**config.mk**
```make
export PLATFORM = sky130hd
export DESIGN_NAME = obstacle_spawner
export DESIGN_NICKNAME = d
export VERILOG_FILES = /design/src/rtl/obstacle_spawner.sv
export SDC_FILE = /design/constraint.sdc
export NUM_CORES = 1
export LEC_CHECK = 0
export CORE_MARGIN = 2
export CORE_UTILIZATION = 55
export DETAILED_ROUTE_END_ITERATION = 12
export DONT_BUFFER_PORTS = 1
export PLACE_DENSITY = 0.7
export SLEW_MARGIN = 10
export SYNTH_ARGS = -nofsm -noshare
export SYNTH_HDL_FRONTEND = slang
export SYNTH_SLANG_ARGS = --single-unit
```
**constraint.sdc**
```tcl
create_clock -name clk -period 16.47 [get_ports clk]
set_input_delay 2.4705 -clock clk [delete_from_list [all_inputs] [get_ports clk]]
set_output_delay 2.4705 -clock clk [all_outputs]
set_load 0.02 [all_outputs]
```
**src/rtl/obstacle_spawner.sv**
```systemverilog
// Multi-obstacle scroll/spawn engine: clock-divided scroll steps, chained respawn behind the tail.
// Optional speed ramp is enabled by defining OBST_SPEED_RAMP_EN.
module obstacle_spawner #(
    parameter int NUM_OBST     = 4,
    parameter int POS_W        = 12,
    parameter int RAND_W       = 9,
    parameter int EXIT_X       = 1074,
    parameter int SPAWN_MAX_X  = -50,
    parameter int MIN_GAP      = 1024,
    parameter int INIT_X       = 300,
    parameter int INIT_SPACING = 600,
    parameter int START_DIV    = 200000,
    parameter int MIN_DIV      = 50000,
    parameter int DIV_STEP     = 10000,
    parameter int RAMP_PERIOD  = 180000000
) (
    input  logic                      clk,
    input  logic                      rst,
    input  logic                      game_over,
    input  logic [RAND_W-1:0]         rand_in,
    output logic [NUM_OBST*POS_W-1:0] obst_pos,
    output logic                      step_pulse,
    output logic [3:0]                speed_lvl
);

    localparam int DIV_W  = $clog2(START_DIV + 1);
    localparam int TAIL_W = $clog2(NUM_OBST);
    localparam int CW     = POS_W + RAND_W + 1;

    typedef logic signed [POS_W-1:0] pos_t;

    localparam pos_t                 EXIT_C = POS_W'(EXIT_X);
    localparam logic signed [CW-1:0] GAP_C  = CW'(MIN_GAP);
    localparam logic signed [CW-1:0] SMAX_C = CW'(SPAWN_MAX_X);
    localparam logic signed [CW-1:0] SAT_C  = CW'(-(2 ** (POS_W - 1)));

    if (NUM_OBST < 2 || NUM_OBST > 8 || MIN_DIV < 1 || DIV_STEP < 1 || RAMP_PERIOD < 2)
    begin : g_bad_cfg
        $error("obstacle_spawner: unsupported parameter set");
    end

    pos_t                 pos_q   [NUM_OBST];
    pos_t                 pos_d   [NUM_OBST];
    pos_t                 inc_pos [NUM_OBST];
    pos_t                 tail_val;
    logic signed [CW-1:0] tv_ext;
    logic signed [CW-1:0] rnd_ext;
    logic signed [CW-1:0] cand;
    logic [TAIL_W-1:0]    tail_q, tail_d;
    logic [DIV_W-1:0]     div_q, div_d;
    logic [DIV_W-1:0]     div_cnt_q, div_cnt_d;
    logic [3:0]           speed_lvl_q, speed_lvl_d;
    logic                 step_pulse_q;
    logic                 step_now;

    // div_q >= 1 always; >= also catches a count left above a freshly shrunk divider.
    assign step_now = !game_over && (div_cnt_q >= div_q - 1'b1);

    always_comb begin
        div_cnt_d = div_cnt_q;
        if (!game_over) begin
            div_cnt_d = step_now ? '0 : div_cnt_q + 1'b1;
        end
    end

    // Respawns are chained in ascending slot order: each new slot becomes the reference tail.
    always_comb begin
        pos_d    = pos_q;
        tail_d   = tail_q;
        rnd_ext  = CW'(rand_in);
        tv_ext   = '0;
        cand     = '0;
        for (int i = 0; i < NUM_OBST; i++) begin
            inc_pos[i] = pos_q[i] + pos_t'(1);
        end
        tail_val = inc_pos[tail_q];
        if (step_now) begin
            for (int i = 0; i < NUM_OBST; i++) begin
                pos_d[i] = inc_pos[i];
                if (inc_pos[i] == EXIT_C) begin
                    tv_ext = tail_val;
                    cand   = tv_ext - GAP_C - rnd_ext;
                    if (cand > SMAX_C) cand = SMAX_C;
                    if (cand < SAT_C)  cand = SAT_C;
                    pos_d[i] = cand[POS_W-1:0];
                    tail_val = cand[POS_W-1:0];
                    tail_d   = TAIL_W'(i);
                end
            end
        end
    end

`ifdef OBST_SPEED_RAMP_EN
    localparam int RAMP_W = $clog2(RAMP_PERIOD);

    logic [RAMP_W-1:0] ramp_cnt_q, ramp_cnt_d;

    // A ramp that coincides with a step only changes the divider seen from the next cycle.
    always_comb begin
        ramp_cnt_d  = ramp_cnt_q;
        div_d       = div_q;
        speed_lvl_d = speed_lvl_q;
        if (!game_over) begin
            if (ramp_cnt_q == RAMP_W'(RAMP_PERIOD - 1)) begin
                ramp_cnt_d = '0;
                if (div_q > DIV_W'(MIN_DIV)) begin
                    if (int'(div_q) - DIV_STEP > MIN_DIV) begin
                        div_d = div_q - DIV_W'(DIV_STEP);
                    end else begin
                        div_d = DIV_W'(MIN_DIV);
                    end
                    if (speed_lvl_q != 4'd15) begin
                        speed_lvl_d = speed_lvl_q + 4'd1;
                    end
                end
            end else begin
                ramp_cnt_d = ramp_cnt_q + 1'b1;
            end
        end
    end

    always_ff @(posedge clk) begin
        if (rst) begin
            ramp_cnt_q <= '0;
        end else begin
            ramp_cnt_q <= ramp_cnt_d;
        end
    end
`else
    always_comb begin
        div_d       = DIV_W'(START_DIV);
        speed_lvl_d = 4'd0;
    end
`endif

    always_ff @(posedge clk) begin
        if (rst) begin
            for (int i = 0; i < NUM_OBST; i++) begin
                pos_q[i] <= POS_W'(INIT_X - i * INIT_SPACING);
            end
            tail_q       <= TAIL_W'(NUM_OBST - 1);
            div_q        <= DIV_W'(START_DIV);
            div_cnt_q    <= '0;
            speed_lvl_q  <= 4'd0;
            step_pulse_q <= 1'b0;
        end else begin
            pos_q        <= pos_d;
            tail_q       <= tail_d;
            div_q        <= div_d;
            div_cnt_q    <= div_cnt_d;
            speed_lvl_q  <= speed_lvl_d;
            step_pulse_q <= step_now;
        end
    end

    for (genvar gi = 0; gi < NUM_OBST; gi++) begin : g_pack
        assign obst_pos[gi*POS_W +: POS_W] = pos_q[gi];
    end

    assign step_pulse = step_pulse_q;
    assign speed_lvl  = speed_lvl_q;

endmodule

```
# Yosys cells after proc, flatten, opt, wreduce, memory -nomap -nowiden
# Index checks and enable logic that the tools add are counted.
[word_totals]
out_inout_bits = 53
input_bits = 12
ff_bits = 69
elab_cells = 73
[op_classes]
n_reduce_logical = 4
order_cmp = 10
n_bitwise = 1
n_eq_ne = 4
add_sub_neg = 13
n_mux = 34
[op_table]
columns = ["cell", "count"]
rows = [
  ["$mux 22", 12],
  ["$mux 12", 16],
  ["$lt 22x12->1 const B", 4],
  ["$gt 14x7->1 const B", 4],
  ["$sub 13x10->14", 4],
  ["$sub 12x12->13 const B", 4],
  ["$add 12x2->12 const B", 4],
  ["$eq 12x12->1 const B", 4],
  ["$bmux 12 s2", 1],
  ["$add 18x1->18 const B", 1],
  ["$ge 18x18->1 const B", 1],
  ["$mux 18", 1],
  ["$mux 2", 4],
  ["$reduce_bool 4->1", 1],
  ["$ge 3x3->1 const B", 1],
  ["$not 2->3", 1],
  ["$reduce_and 2->1", 1],
  ["$logic_and 1x1->1", 1],
  ["$logic_not 1->1", 1],
]

# Longest topological paths before layout
# Gate-level depths: netlist (run 1).
[depth]
ltp_word = 43
mapped_depth = 57
mapped_depth_nobuf = 54

# Worst setup path before layout (run 1)
# OpenSTA, ideal clock, no wires.
[synth_timing]
path_kind = "input to register"
start = "in rand_in[1]"
end = "reg pos_q (netlist bit obst_pos[46])"
n_path_buf = 0
setup_ps = 132
t_required_ps = 16338
path_slack_ps = 3332
arrival_time_ps = 13007
cell_stages = 48
path_cell_list = "inv_1 ha_1 ha_1 inv_1 fa_1 nor2b_1 o31a_1 o21ai_0 a2111oi_0 nor4bb_1 a31o_2 o21a_1 a21oi_1 inv_1 ha_1 ha_1 fa_1 a21o_1 [... 12 more ...] o311ai_0 xor2_1 or4bb_1 nand2_4 o21ai_0 o211ai_1 ha_1 ha_1 fa_1 a21oi_1 nor2b_1 a311o_1 o31ai_1 o21ai_0 a41oi_4 nor2_4 a221oi_1 nor3_1"
[synth_between]
elab_chain_len = 38
[synth_lines]
columns = ["item", "line_no", "text"]
rows = [
  ["start: declaration", "20", "input logic [RAND_W-1:0] rand_in,"],
  ["$sub 13x10->14", "82", "cand = tv_ext - GAP_C - rnd_ext;"],
  ["$gt 14x7->1", "83", "if (cand > SMAX_C) cand = SMAX_C;"],
  ["$mux 22", "83", ""],
  ["$mux 22", "80", "if (inc_pos[i] == EXIT_C) begin"],
  ["$mux 22", "77", "if (step_now) begin"],
  ["$lt 22x12->1", "84", "if (cand < SAT_C) cand = SAT_C;"],
  ["$mux 12", "84", ""],
  ["$mux 12", "80", ""],
  ["[... 22 more ...]", "--", ""],
  ["$sub 13x10->14 *", "82", ""],
  ["$gt 14x7->1", "83", ""],
  ["$mux 22 *", "83", ""],
  ["$mux 22 *", "80", ""],
  ["$mux 22 *", "77", ""],
  ["$lt 22x12->1", "84", ""],
  ["$mux 12 *", "84", ""],
  ["$mux 12 *", "80", ""],
  ["end signal: indexed assignment", "139", "pos_q[i] <= POS_W'(INIT_X - i * INIT_SPACING);"],
  ["end signal: assignment", "147", "pos_q <= pos_d;"],
  ["end: declaration", "42", "pos_t pos_q [NUM_OBST];"],
]
# Mark *: on every way between the ends. The rest lies on a longest branch, timed or not. The select of a mux whose other input is x is not followed.
# A chain may end at the register's enable or synchronous reset.

# Worst setup path after layout (run 1)
# Ends and elaborated chain as after synthesis.

==> results.yml, run 1 <==
floorplanning:
  start_util: 0.5683
  ios: 65
  die-width_um: 124.2
  dieHeight_um: 124.2
  coreArea_mm2: 0.01399
  row_count: 43
  dieArea_mm2: 0.01543
sta:
  worst_pin_slew_ns: 0.9393
  setup_viol: 0
  fmax_mhz: 68.91
  relSlewSlack: 0.3672
  rsz0062_at_grt: "false"
  tns_ns: 0
  period_needed_ns: 14.51
  fin_skew_ns: 0.01086
  timing.final.crit_share: 0.8811
  slew_viol_final: 0
  hold_viol: 0
  fin_ws_ns: 1.959
final_layout:
  antennaDiodeCount: 0
  layout.area.seq_mm2: 0.001381
  fin_nets: 1100
  fin_area_mm2: 0.008302
  finalNonFillerCells: 1184
  fill_cells: 1313
  drive_above_1_share: 0.06972
  area_delta_synth_final_pct: 4.422
  multi_input_area_mm2: 0.006101
flow_run:
  maxCapViolations: 0
synth:
  synth.avg_cell_area_um2: 7.704
  yosysUniqueCellTypes: 93
  synth_warnings: 0
  synth-seq-cells: 69
  synth_top_area_cell: "dfxtp_1"
  synth_edf_count: 0
  synth_seq_area_share: 0.1737
  syn_inst: 1032
  syn_area_mm2: 0.007950
  synth.top_cell.area_share: 0.1737
  ys_async_sr_fraction: 0
  ys.flop_type: "dfxtp_1"
  synthTopCellsByArea: "dfxtp_1 (17%), ha_1 (13%), xnor2_1 (5.6%)"
clocking:
  cts_resized: 0
  cts_buffer_depth: 2
  htree_levels: 3
  holdBufCountCts: 0
  clkTransAtPathRegs_ns: 0.07
  cts_buffers: 9
  cts_tree: "yes"
  cts.sinks: 69
  clock_latency_ns: 0.35
  postCtsSetupBuffers: 0
  root_buffer: "clkbuf_16"
global_routing:
  grt_pass1_wl_um: 39090
  track_usage: 0.3148
  globalRouteOverflowTotal: 0
  antenna_found_initial: 1
  grt_max_degree: 58
  grt_pass1_vias: 7184
critical_path:
  slowest_stage: "o311ai_0"
  path_common_cell: "ha_1"
  critPathMaxFanout: 9
  max_stage_delay_ns: 0.75
  start_kind: "input port"
  cp_data_arrival_time_ns: 14.74
  path_class: "in2reg"
  required_ns: 16.70
  endpoint_kind: "flop"
detailed_routing:
  vias: 7864
  wirelength_um: 24900
  dr.pass1.iters: 5
  detail_route.wl_per_cell_um: 21.03
  vias_per_cell: 6.642
  ant_nets: 0
  drc: 0
  drt_iter0_markers: 867
power_and_ir_drop:
  p_int_w: 0.0003176
  p_sw_w: 0.0001323
  pwr-share-seq: 0.389
  power_density_mw_per_mm2: 54.19
  post-layout-total-power_w: 0.0004499
  share_comb_of_total_power: 0.163
  p_sw_frac: 0.2941
  clkPwrFrac: 0.447
  ir_drop_mv: 0.05536
  leakage_nw: 3.337
placed_design:
  portBuffers: 0
  place_congestion: 0.9204
  placed_cells: 1168
  placed_cell_area_mm2: 0.007996
  pre_cts_ws_ns: 1.852
  dp_hpwl_um: 19090
run_status:
  status: "complete, no violations"
hold_path:
  min_path_type: "reg2reg"
-- Yosys cell counts, types with 4 or more instances --
library cell,count
buf_4,5
and2_1,10
a221oi_1,5
o211ai_1,9
a21oi_1,67
mux4_2,10
a311oi_1,10
o21ai_0,46
buf_1,4
xnor2_1,51
o221ai_1,4
a21o_1,10
xor2_1,36
nand4_1,15
buf_2,8
nor2b_1,9
nand4b_1,5
nand2_1,75
o31ai_1,10
or2_2,7
a211o_1,8
nand3_1,43
clkbuf_1,34
a31oi_1,15
and3_1,11
dfxtp_1,69
nand2b_1,12
nand3b_1,9
o21a_1,10
nor4_1,6
nor3_1,28
o21bai_1,14
and4_1,4
a211oi_1,16
nor2_1,109
fa_1,4
inv_1,64
ha_1,85
a2111oi_0,4
-- kinds of logic after synthesis --
family / share of synthesized area
and+or+nand+nor: 0.2436
AOI/OAI and AO/OA: 0.2498
buffers and inverters: 0.06043
adders and majority gates: 0.1438
xor gates and xnor gates: 0.09585
DFF: 0.1737
muxes: 0.03226
other: 0.0004717
-- through the flow --
| stage | util | hold slack [ns] |
|---|---|---|
| after global routing | 0.5935 | 0.5265 |
| after floorplan | - | 0.4561 |
| after detailed placement | 0.5716 | 0.4790 |
| final | 0.5935 | 0.4809 |
| after CTS | 0.5935 | 0.4871 |
| after global placement | 0.5716 | 0.4704 |
-- per-layer routing --
metal	global-route usage	wire [µm]	vias to the layer above
met5	0	0	-
met4	0.1309	1182	0
met1	0.4104	10590	3709
met3	0.07401	2100	84
li1	-	-	3718
met2	0.4998	11030	353
-- critical path: cells and delay by family --
family                   cells  cell delay, ns
AO/OA/AOI/OAI               22            6.78
AND/OR/NAND/NOR             10            1.89
XOR/XNOR                     1            0.28
adder cells (fa/ha/maj)     10            3.09
buffers and inverters        3            0.25
-- power by group through the flow --
stage          Sequential [W]  Combinational, W  Clock (W)
4_1_cts              0.000175         0.0000721   0.000203
6_report             0.000175         0.0000734   0.000201
5_1_grt              0.000176         0.0000818   0.000211
3_3_place_gp         0.000179         0.0000715          0
3_5_place_dp         0.000179         0.0000717          0
2_1_floorplan        0.000176         0.0000603          0
-- registers in the layout, summed over array words and instances, names as in the netlist --
signal / flops
step_pulse: 1
div_cnt_q: 18
tail_q: 2
obst_pos: 48
-- cell type report --
cell class,count,share of cell area
multi-input combinational,848,0.7349
inverter,65,0.02939
sequential,69,0.1664
clock inverter,7,0.009646
tap,180,0.02713
timing repair buffer,6,0.005426
clock buffer,9,0.02713
-- path summary, 6_finish.rpt --
| path | start | to | slack (ns) | depth (start not counted) |
|---|---|---|---|---|
| setup / recovery | rand_in[1] | obst_pos[46] | 1.96 | 46 |
| hold / removal | div_cnt_q[1] | div_cnt_q[1] | 0.48 | 2 |
| setup reg to reg | obst_pos[0] | obst_pos[46] | 2.24 | 48 |
| hold reg to reg | div_cnt_q[1] | div_cnt_q[1] | 0.48 | 2 |
-- cells in the final DEF, fill, tap and decap left out, types with 16 or more instances in the layout --
cell and n:
a211oi_1 16, nor2_1 109, nand3_1 43, xor2_1 36, inv_1 64, xnor2_1 51, o21ai_0 46, a21oi_1 67
ha_1 85, dfxtp_1 69, nor3_1 28, nand2_1 75
Note: power is estimated with default switching activity, not from simulation.
==> inputs of run 2 (changes only) <==
--- a/config.mk
+++ b/config.mk
@@ -5,6 +5,7 @@
 export SDC_FILE = /design/constraint.sdc
 export NUM_CORES = 1
 export LEC_CHECK = 0
+export ABC_AREA = 0
 export CORE_MARGIN = 2
 export CORE_UTILIZATION = 55
 export DETAILED_ROUTE_END_ITERATION = 12
==> constraint.sdc (replaced) <==
create_clock -name clk -period 18.2 [get_ports clk]
set_input_delay 2.73 -clock clk [delete_from_list [all_inputs] [get_ports clk]]
set_output_delay 2.73 -clock clk [all_outputs]
set_load 0.02 [all_outputs]
==> run 2 against run 1 <==
  * Clock skew is 0.0019 ns lower
  * Via count grew 0.67%
  * Critical path depth is 2 higher
  * Final cell count stayed put
  * Wire length barely moved
  * Final area about the same
  * First-iteration DRC count rose by 7.4%
  * Critical endpoint unchanged
  * Sequential share of layout area hardly changed
  * Clock-buffer cell count rose by 1
==> results.yml, run 2 (synthesis gave the netlist of run 1 again) <==
run_status:
  status: "complete, no violations"
hold_path:
  min_path_type: "reg2reg"
power_and_ir_drop:
  ir_drop_mv: 0.03925
  share_comb_of_total_power: 0.163
  leakage_nw: 3.327
  pwr-share-seq: 0.390
  p_sw_frac: 0.2950
  post-layout-total-power_w: 0.0004065
  p_sw_w: 0.0001199
  power_density_mw_per_mm2: 49.00
  p_int_w: 0.0002866
  clkPwrFrac: 0.447
global_routing:
  grt_pass1_vias: 7279
  track_usage: 0.3173
  grt_pass1_wl_um: 39600
  grt_max_degree: 58
  antenna_found_initial: 0
  globalRouteOverflowTotal: 0
sta:
  tns_ns: 0
  setup_viol: 0
  worst_pin_slew_ns: 0.9841
  fin_skew_ns: 0.008975
  rsz0062_at_grt: "false"
  hold-worst-slack_ns: 0.4757
  hold_viol: 0
  slew_viol_final: 0
  fmax_mhz: 67.76
  period_needed_ns: 14.76
  relSlewSlack: 0.3439
  timing.final.crit_share: 0.8109
critical_path:
  critPathMaxFanout: 9
  max_stage_delay_ns: 0.76
  path_delay_family: "compound AO/OA/AOI/OAI gates"
  endpoint_kind: "flop"
  path_common_cell: "ha_1"
  required_ns: 18.43
  start_kind: "input port"
  cp_num_buf_inv: 3
  cp_data_arrival_time_ns: 14.99
  slowest_stage: "a2111oi_0"
  path_class: "in2reg"
final_layout:
  antennaDiodeCount: 0
  largest_register_ff_count: 48
  layout.area.seq_mm2: 0.001381
  fin_nets: 1100
  drive_above_1_share: 0.06873
  final_common_cell: "nor2_1"
  multi_input_area_mm2: 0.006101
  layout_common_cells: "nor2_1 (109), ha_1 (85), nand2_1 (75)"
  fill_cells: 1343
  area_delta_synth_final_pct: 4.359
detailed_routing:
  wl_met2_um: 11390
  drc: 0
  met1_length_um: 10410
  ant_nets: 0
  vias_per_cell: 6.687
  dr.pass1.iters: 5
  detail_route.wl_per_cell_um: 21.04
  vias: 7917
  top_layer_used: "met4"
  wl_met3_um: 2222
  drt_iter0_markers: 931
  wirelength_um: 24910
clocking:
  cts.sinks: 69
  cts_resized: 0
  cts_tree: "yes"
  holdBufCountCts: 0
  clkTransAtPathRegs_ns: 0.06
  root_buffer: "clkbuf_16"
  clock_latency_ns: 0.35
  cts_buffer_depth: 2
  cts_buffers: 9
  htree_levels: 3
  postCtsSetupBuffers: 0
flow_run:
  maxCapViolations: 0
floorplanning:
  start_util: 0.5683
  coreArea_mm2: 0.01399
  dieArea_mm2: 0.01543
  dieHeight_um: 124.2
  die-width_um: 124.2
  ios: 65
  row_count: 43
placed_design:
  dp_hpwl_um: 19060
  portBuffers: 0
  place_congestion: 0.9214
==> run 2: cell count changes in the layout (fill, tap and decap cells not counted), sizes merged <==
cell | previous run | this run
inv | 69 | 67
clkinvlp | 1 | 2
clkbuf | 9 | 10
==> run 2: path summary, 6_finish.rpt <==
check | from | endpoint | slack (ns) | cells after the start
hold / removal | div_cnt_q[1] | div_cnt_q[1] | 0.48 | 2
setup reg to reg | obst_pos[0] | obst_pos[46] | 3.93 | 50
hold reg to reg | div_cnt_q[1] | div_cnt_q[1] | 0.48 | 2
setup / recovery | rand_in[1] | obst_pos[46] | 3.44 | 48
==> run 2: cell type report <==
class                   instances  area share
multi-input cells             848      0.7353
flip-flops and latches         69      0.1665
inverters                      65     0.02941
clock buffers                  10     0.02760
well taps                     180     0.02715
clock inverters                 6    0.008596
repair buffers                  6    0.005429
==> run 2: per-layer routing <==
layer / global-route usage / vias to the layer above
li1: - / 3713
met1: 0.4186 / 3748
met2: 0.5124 / 397
met3: 0.06411 / 59
met4: 0.1183 / 0
met5: 0 / -
==> run 2: power groups by stage <==
stage	registers (W)	logic [W]	clock network (W)
3_5_place_dp	0.000162	0.0000646	0
3_3_place_gp	0.000162	0.0000648	0
5_1_grt	0.000159	0.0000735	0.000188
6_report	0.000158	0.0000664	0.000182
2_1_floorplan	0.000159	0.0000545	0
4_1_cts	0.000158	0.0000651	0.000182
==> run 2: worst reg2reg max path: cells and delay by family (launching register included) <==
family / cells / cell delay, ns
buf+inv: 1 / 0.05
xor+xnor: 2 / 0.53
mux: 1 / 0.54
compound gates: 21 / 5.96
simple gates: 14 / 2.91
flops: 1 / 0.73
fa+ha+maj: 11 / 3.43
==> run 2: through the flow <==
step	std cells	area (µm²)	util	setup slack, ns
2_1_floorplan	1035	7961	-	4.802
3_3_place_gp	1168	7996	0.5716	3.467
3_5_place_dp	1168	7996	0.5716	3.306
4_1_cts	1184	8297	0.5931	3.600
5_1_grt	1184	8297	0.5931	2.463
6_report	1184	8297	0.5931	3.442
